<file path="src/rtl/uart_inst_rx_if.sv">
// Bus bundle between the UART byte source / sequencer and the instruction decoder.
// The master side drives received bytes and busy; the slave (decoder) returns instructions and status.
interface uart_inst_rx_if;
    logic [7:0] i_rx_data;
    logic       i_rx_valid;
    logic       i_seq_busy;
    logic [7:0] o_inst;
    logic       o_inst_valid;
    logic       o_fifo_full;
    logic       o_fifo_empty;
    logic       o_frame_err;
    logic [7:0] o_err_cnt;
    logic [7:0] o_inst_cnt;

    modport master (
        output i_rx_data, i_rx_valid, i_seq_busy,
        input  o_inst, o_inst_valid, o_fifo_full, o_fifo_empty,
               o_frame_err, o_err_cnt, o_inst_cnt
    );

    modport slave (
        input  i_rx_data, i_rx_valid, i_seq_busy,
        output o_inst, o_inst_valid, o_fifo_full, o_fifo_empty,
               o_frame_err, o_err_cnt, o_inst_cnt
    );
endinterface

</file>
<file path="src/rtl/uart_inst_rx.sv">
// Frames SYNC/INST/CHK byte packets from the UART receiver, queues good instructions
// and issues them to the sequencer as rate-limited one-cycle pulses.
module uart_inst_rx #(
    parameter logic [7:0] SYNC_BYTE      = 8'hA5,
    parameter logic [7:0] CHK_KEY        = 8'h5A,
    parameter int         FIFO_AW        = 2,
    parameter int         TIMEOUT_CYCLES = 1000000,
    parameter int         TO_W           = 20,
    parameter int         ISSUE_GAP      = 4
) (
    input  logic         clk,
    input  logic         arst_i,
    uart_inst_rx_if.slave bus
);
    localparam int DEPTH = 2 ** FIFO_AW;
    localparam int GAP_W = $clog2(ISSUE_GAP + 1);

    typedef enum logic [1:0] {S_IDLE, S_INST, S_CHK} state_t;

    logic                rst_meta_reg, rst_reg;
    state_t              state_reg, state_next;
    logic [7:0]          inst_tmp_reg;
    logic [TO_W-1:0]     to_cnt_reg;
    logic [7:0]          mem [DEPTH];
    logic [FIFO_AW-1:0]  wr_ptr_reg, rd_ptr_reg;
    logic [FIFO_AW:0]    count_reg;
    logic [GAP_W-1:0]    gap_reg;
    logic [7:0]          inst_reg, err_cnt_reg, inst_cnt_reg;
    logic                inst_valid_reg, frame_err_reg;
    logic                timeout, chk_ok, full, empty, push, pop, capture, err_now;

    // Assert immediately, release synchronously two edges after arst_i drops.
    always_ff @(posedge clk or posedge arst_i) begin
        if (arst_i) begin
            rst_meta_reg <= 1'b1;
            rst_reg      <= 1'b1;
        end else begin
            rst_meta_reg <= 1'b0;
            rst_reg      <= rst_meta_reg;
        end
    end

    assign full    = (count_reg == (FIFO_AW+1)'(DEPTH));
    assign empty   = (count_reg == '0);
    assign timeout = (state_reg != S_IDLE) && (to_cnt_reg == TO_W'(TIMEOUT_CYCLES - 1));
    assign chk_ok  = (bus.i_rx_data == (inst_tmp_reg ^ CHK_KEY));
    assign pop     = !empty && !bus.i_seq_busy && (gap_reg == '0);

    always_ff @(posedge clk or posedge rst_reg) begin
        if (rst_reg) state_reg <= S_IDLE;
        else         state_reg <= state_next;
    end

    always_comb begin
        state_next = state_reg;
        if (timeout) begin
            state_next = S_IDLE;
        end else if (bus.i_rx_valid) begin
            case (state_reg)
                S_IDLE:  if (bus.i_rx_data == SYNC_BYTE) state_next = S_INST;
                S_INST:  state_next = S_CHK;
                S_CHK:   state_next = S_IDLE;
                default: state_next = S_IDLE;
            endcase
        end
    end

    // A timeout wins over a byte arriving in the same cycle.
    always_comb begin
        capture = 1'b0;
        push    = 1'b0;
        err_now = timeout;
        if (!timeout && bus.i_rx_valid) begin
            if (state_reg == S_INST) capture = 1'b1;
            if (state_reg == S_CHK) begin
                push    = chk_ok && !full;
                err_now = !(chk_ok && !full);
            end
        end
    end

    always_ff @(posedge clk) begin
        if (push && !rst_reg) mem[wr_ptr_reg] <= inst_tmp_reg;
    end

    always_ff @(posedge clk or posedge rst_reg) begin
        if (rst_reg) begin
            inst_tmp_reg   <= '0;
            to_cnt_reg     <= '0;
            wr_ptr_reg     <= '0;
            rd_ptr_reg     <= '0;
            count_reg      <= '0;
            gap_reg        <= '0;
            inst_reg       <= '0;
            inst_valid_reg <= 1'b0;
            frame_err_reg  <= 1'b0;
            err_cnt_reg    <= '0;
            inst_cnt_reg   <= '0;
        end else begin
            if (capture) inst_tmp_reg <= bus.i_rx_data;
            if (state_reg == S_IDLE || timeout || bus.i_rx_valid) to_cnt_reg <= '0;
            else                                                    to_cnt_reg <= to_cnt_reg + 1'b1;
            if (push) wr_ptr_reg <= wr_ptr_reg + 1'b1;
            if (pop)  rd_ptr_reg <= rd_ptr_reg + 1'b1;
            count_reg <= count_reg + (FIFO_AW+1)'(push) - (FIFO_AW+1)'(pop);
            // Issue pacing: a pop reloads the gap, which must drain before the next pop.
            if (pop)               gap_reg <= GAP_W'(ISSUE_GAP);
            else if (gap_reg != 0) gap_reg <= gap_reg - 1'b1;
            if (pop) begin
                inst_reg     <= mem[rd_ptr_reg];
                inst_cnt_reg <= inst_cnt_reg + 8'd1;
            end
            inst_valid_reg <= pop;
            frame_err_reg  <= err_now;
            if (err_now && err_cnt_reg != 8'hFF) err_cnt_reg <= err_cnt_reg + 8'd1;
        end
    end

    assign bus.o_inst       = inst_reg;
    assign bus.o_inst_valid = inst_valid_reg;
    assign bus.o_fifo_full  = full;
    assign bus.o_fifo_empty = empty;
    assign bus.o_frame_err  = frame_err_reg;
    assign bus.o_err_cnt    = err_cnt_reg;
    assign bus.o_inst_cnt   = inst_cnt_reg;
endmodule

</file>
<file path="src/flat_wrapper.sv">
// flat-port wrapper written by rule: the top's interface ports become plain ports
module uart_inst_rx_flat 
#(
    parameter logic [7:0] SYNC_BYTE      = 8'hA5,
    parameter logic [7:0] CHK_KEY        = 8'h5A,
    parameter int         FIFO_AW        = 2,
    parameter int         TIMEOUT_CYCLES = 1000000,
    parameter int         TO_W           = 20,
    parameter int         ISSUE_GAP      = 4
)
  (clk, arst_i, bus_i_rx_data, bus_i_rx_valid, bus_i_seq_busy, bus_o_inst, bus_o_inst_valid, bus_o_fifo_full, bus_o_fifo_empty, bus_o_frame_err, bus_o_err_cnt, bus_o_inst_cnt);
  uart_inst_rx_if bus_i ();
  input  logic clk;
  input  logic arst_i;
  input wire logic [$bits(bus_i.i_rx_data)-1:0] bus_i_rx_data;
  input wire logic [$bits(bus_i.i_rx_valid)-1:0] bus_i_rx_valid;
  input wire logic [$bits(bus_i.i_seq_busy)-1:0] bus_i_seq_busy;
  output wire logic [$bits(bus_i.o_inst)-1:0] bus_o_inst;
  output wire logic [$bits(bus_i.o_inst_valid)-1:0] bus_o_inst_valid;
  output wire logic [$bits(bus_i.o_fifo_full)-1:0] bus_o_fifo_full;
  output wire logic [$bits(bus_i.o_fifo_empty)-1:0] bus_o_fifo_empty;
  output wire logic [$bits(bus_i.o_frame_err)-1:0] bus_o_frame_err;
  output wire logic [$bits(bus_i.o_err_cnt)-1:0] bus_o_err_cnt;
  output wire logic [$bits(bus_i.o_inst_cnt)-1:0] bus_o_inst_cnt;
  assign bus_i.i_rx_data = bus_i_rx_data;
  assign bus_i.i_rx_valid = bus_i_rx_valid;
  assign bus_i.i_seq_busy = bus_i_seq_busy;
  assign bus_o_inst = bus_i.o_inst;
  assign bus_o_inst_valid = bus_i.o_inst_valid;
  assign bus_o_fifo_full = bus_i.o_fifo_full;
  assign bus_o_fifo_empty = bus_i.o_fifo_empty;
  assign bus_o_frame_err = bus_i.o_frame_err;
  assign bus_o_err_cnt = bus_i.o_err_cnt;
  assign bus_o_inst_cnt = bus_i.o_inst_cnt;
  uart_inst_rx #(.SYNC_BYTE(SYNC_BYTE), .CHK_KEY(CHK_KEY), .FIFO_AW(FIFO_AW), .TIMEOUT_CYCLES(TIMEOUT_CYCLES), .TO_W(TO_W), .ISSUE_GAP(ISSUE_GAP)) u_core (.clk(clk), .arst_i(arst_i), .bus(bus_i));
endmodule
</file>
<file path="config.mk">
export PLATFORM = sky130hd
export DESIGN_NAME = uart_inst_rx_flat
export DESIGN_NICKNAME = d
export VERILOG_FILES = /design/src/rtl/uart_inst_rx_if.sv /design/src/rtl/uart_inst_rx.sv /design/src/flat_wrapper.sv
export SDC_FILE = /design/constraint.sdc
export NUM_CORES = 1
export LEC_CHECK = 0
export ABC_CLOCK_PERIOD_IN_PS = 3400
export BUFFER_PORTS_ARGS = -buffer_cell sky130_fd_sc_hd__buf_4
export CAP_MARGIN = 20
export CORE_MARGIN = 2
export CORE_UTILIZATION = 31
export CTS_CLUSTER_DIAMETER = 100
export DETAILED_ROUTE_END_ITERATION = 7
export PLACE_DENSITY = 0.57
export SYNTH_ARGS = -nofsm -noshare
export SYNTH_HDL_FRONTEND = slang
export SYNTH_SLANG_ARGS = --single-unit
</file>
<file path="constraint.sdc">
create_clock -name clk -period 3.4 [get_ports clk]
set_clock_uncertainty 0.05 [all_clocks]
set_input_delay 1.02 -clock clk [delete_from_list [all_inputs] [get_ports clk]]
set_output_delay 1.02 -clock clk [all_outputs]
set_load 0.02 [all_outputs]
</file>
==> reports/metrics.cfg <==
[sta]
finalSetupViolCount = 0
rsz0062_at_grt = false
max_freq_mhz = 365.4
timing.final.hold_violations = 0
fin_crit_sh_pct = 80.48
tightest_slew_ps = 782.6
finalMaxSlewViolations = 0
whs_ps = 123.4
relSlewSlack_pct = 47.83
tns_ps = 0
min_period_ps = 2736

[synth]
synthTopCellsByArea = dfrtp_1, edfxtp_1, xnor2_1, mux4_2, nand2_1
synth_area_leader_cell = dfrtp_1
syn-cell-area_mm2 = 0.004389
synth_cell_types = 44
synth_nets = 365
syn_area_per_cell_um2 = 12.87
synth-seq-cells = 100
synth_ff_type = dfrtp_1
yosys_warnings = 0
async_flop_share_pct = 68.00
ys_seq_area_share_pct = 60.72
synth_edf_count = 32
synth.top_cell.area_share_pct = 37.63
syn_inst = 341

[routing]
routedWlPerCell_um = 13.98
drt-initial-drc-count = 125
drt_wl_total_mm = 8.011
ant_nets = 0
drc = 0
dr.pass1.iters = 4
via_per_inst = 4.565
dr_total_vias = 2616

[finish]
layout.nets = 412
largest_reg_flops = 32
diodes = 0
multi_input_area_mm2 = 0.001630
drive_above_1_share_pct = 22.90
seq_area_mm2 = 0.002665
n_fill_cell = 1341
layout_common_cells = dfrtp_1, buf_4, nand2_1, edfxtp_1, xnor2_1
syn_to_final_growth_pct = 18.56
final_common_cell = dfrtp_1

[global_route]
grt_max_degree = 49
groute.usage.overall_pct = 11.84
antenna_found_initial = 0
grt_pass1_wl_mm = 13.45
grt_remaining_overflow = 0
grt_pass1_vias = 2688

[power]
power_per_cell_area_mw_per_mm2 = 602.7
seq_power_share_pct = 48.5
p_int_w = 0.002206
peakVddDrop_v = 0.0002168
p_switching_w = 0.0009308
power.share.switching_pct = 29.68
combPwrFrac_pct = 20.4
p_leak_nw = 2.187
p_clk_share_pct = 31.1

[setup_path]
slowest_stage = fa_1
crit_path_start_kind = primary input
arrival_ps = 2920
critical_path_class = primary input to flip-flop
path_max_fanout = 4
path_cells = buf_4 -> xor2_1 -> nand4_1 -> nor4_1 -> buf_4 -> o211ai_2 -> inv_1 -> ha_1 -> inv_1 -> fa_1 -> xnor2_1 -> xnor2_1
endpoint_kind = flip-flop
slowest_delay_ps = 370
cp.required_ps = 3580

[hold_path]
hold_class = flip-flop to async pin

[die]
io_pins = 40
die_y_um = 123.0
core_area_mm2 = 0.01388
dieArea_mm2 = 0.01513
rows = 43
die_width_um = 123.0
initial_core_util_pct = 31.62

[cts]
clock_latency_ps = 350
cts_root_buffer = clkbuf_16
cts_tree = built
post-cts-setup-buffers = 0
htree_levels = 3
clock_path_buffers = 2
clock_sinks = 100
cts_resized = 0
cts.hold.buffers_added = 0
numCtsBuffers = 9
path_clk_slew_ps = 70

[place]
gp_congestion = 0.7421
io_buffer_count = 39
dp_hpwl_mm = 5.690

[run]
maxCapViolCount = 0

[outcome]
status = completed

synthesized netlist by cell type, types with 8 or more instances:
cell	n
dfrtp_1	66
edfxtp_1	32
ha_1	11
inv_1	15
mux2_2	9
mux4_2	8
nand2_1	41
nand3_1	14
nand4_1	11
nor2_1	25
xnor2_1	29
xor2_1	13
cells by family after synthesis:
family	share of synthesized area, %
simple gates	15.74
flops	60.72
xor+xnor	8.381
buf+inv	2.138
mux	6.756
compound gates	2.594
fa+ha+maj	3.592
other cells	0.08544
worst max-delay path, delay by kind of cell:
kind | cells | cell delay, ps
adders and majority gates | 2 | 500
buffers and inverters | 4 | 430
and+or+nand+nor | 2 | 430
xor gates and xnor gates | 3 | 390
AOI/OAI and AO/OA | 1 | 130
final cells by class:
cell class	count	area share, %
Sequential cell	100	51.21
Inverter	15	1.082
Tap cell	180	4.328
Timing Repair Buffer	44	6.588
Multi-Input combinational cell	218	31.33
Clock buffer	9	4.328
Clock inverter	7	1.130
routing by layer:
metal	GRT usage (%)	up-vias	wire [um]
met4	6.179	0	192
met1	14.36	1288	3541
li1	-	1282	-
met3	2.768	11	292
met2	19.65	35	3984
met5	0	-	0
through the flow:
step                      cells  setup slack, ps  power (W)  util (%)  instance area, um2
after floorplan             341            251.1   0.001952         -                4389
after global placement      556            301.3   0.002175     35.30                4900
after detailed placement    556            281.9   0.002202     35.30                4900
after CTS                   572            636.2   0.003193     37.34                5184
after global routing        573            463.8   0.003325     37.49                5204
final                       573            663.5   0.003136     37.49                5204
worst paths after layout:
check                                              start                                 end  slack, ps  cells past startpoint
hold reg to reg                 u_core.rst_reg$_DFF_PP1_  u_core.inst_tmp_reg[3]$_DFFE_PP0P_        120                      1
max in group asynchronous       u_core.rst_reg$_DFF_PP1_    u_core.bus.o_inst[3]$_DFFE_PP0P_       2380                      3
setup / recovery                        bus_i_rx_data[6]       u_core.count_reg[2]$_DFF_PP0_        660                     12
min in group clk           u_core.rst_meta_reg$_DFF_PP1_            u_core.rst_reg$_DFF_PP1_        310                      0
hold / removal                  u_core.rst_reg$_DFF_PP1_  u_core.inst_tmp_reg[3]$_DFFE_PP0P_        120                      1
setup reg to reg           u_core.gap_reg[0]$_DFFE_PP0P_       u_core.count_reg[2]$_DFF_PP0_        890                     12
power groups by stage:
| stage | registers [W] | logic [W] | clock network, W |
|---|---|---|---|
| after floorplan | 0.00156 | 0.000392 | 0 |
| after global placement | 0.00154 | 0.000632 | 0 |
| after detailed placement | 0.00155 | 0.000652 | 0 |
| after CTS | 0.00152 | 0.000655 | 0.00101 |
| after global routing | 0.00155 | 0.000713 | 0.00106 |
| final | 0.00152 | 0.000641 | 0.000975 |
Power figures use the tool's default switching activity.
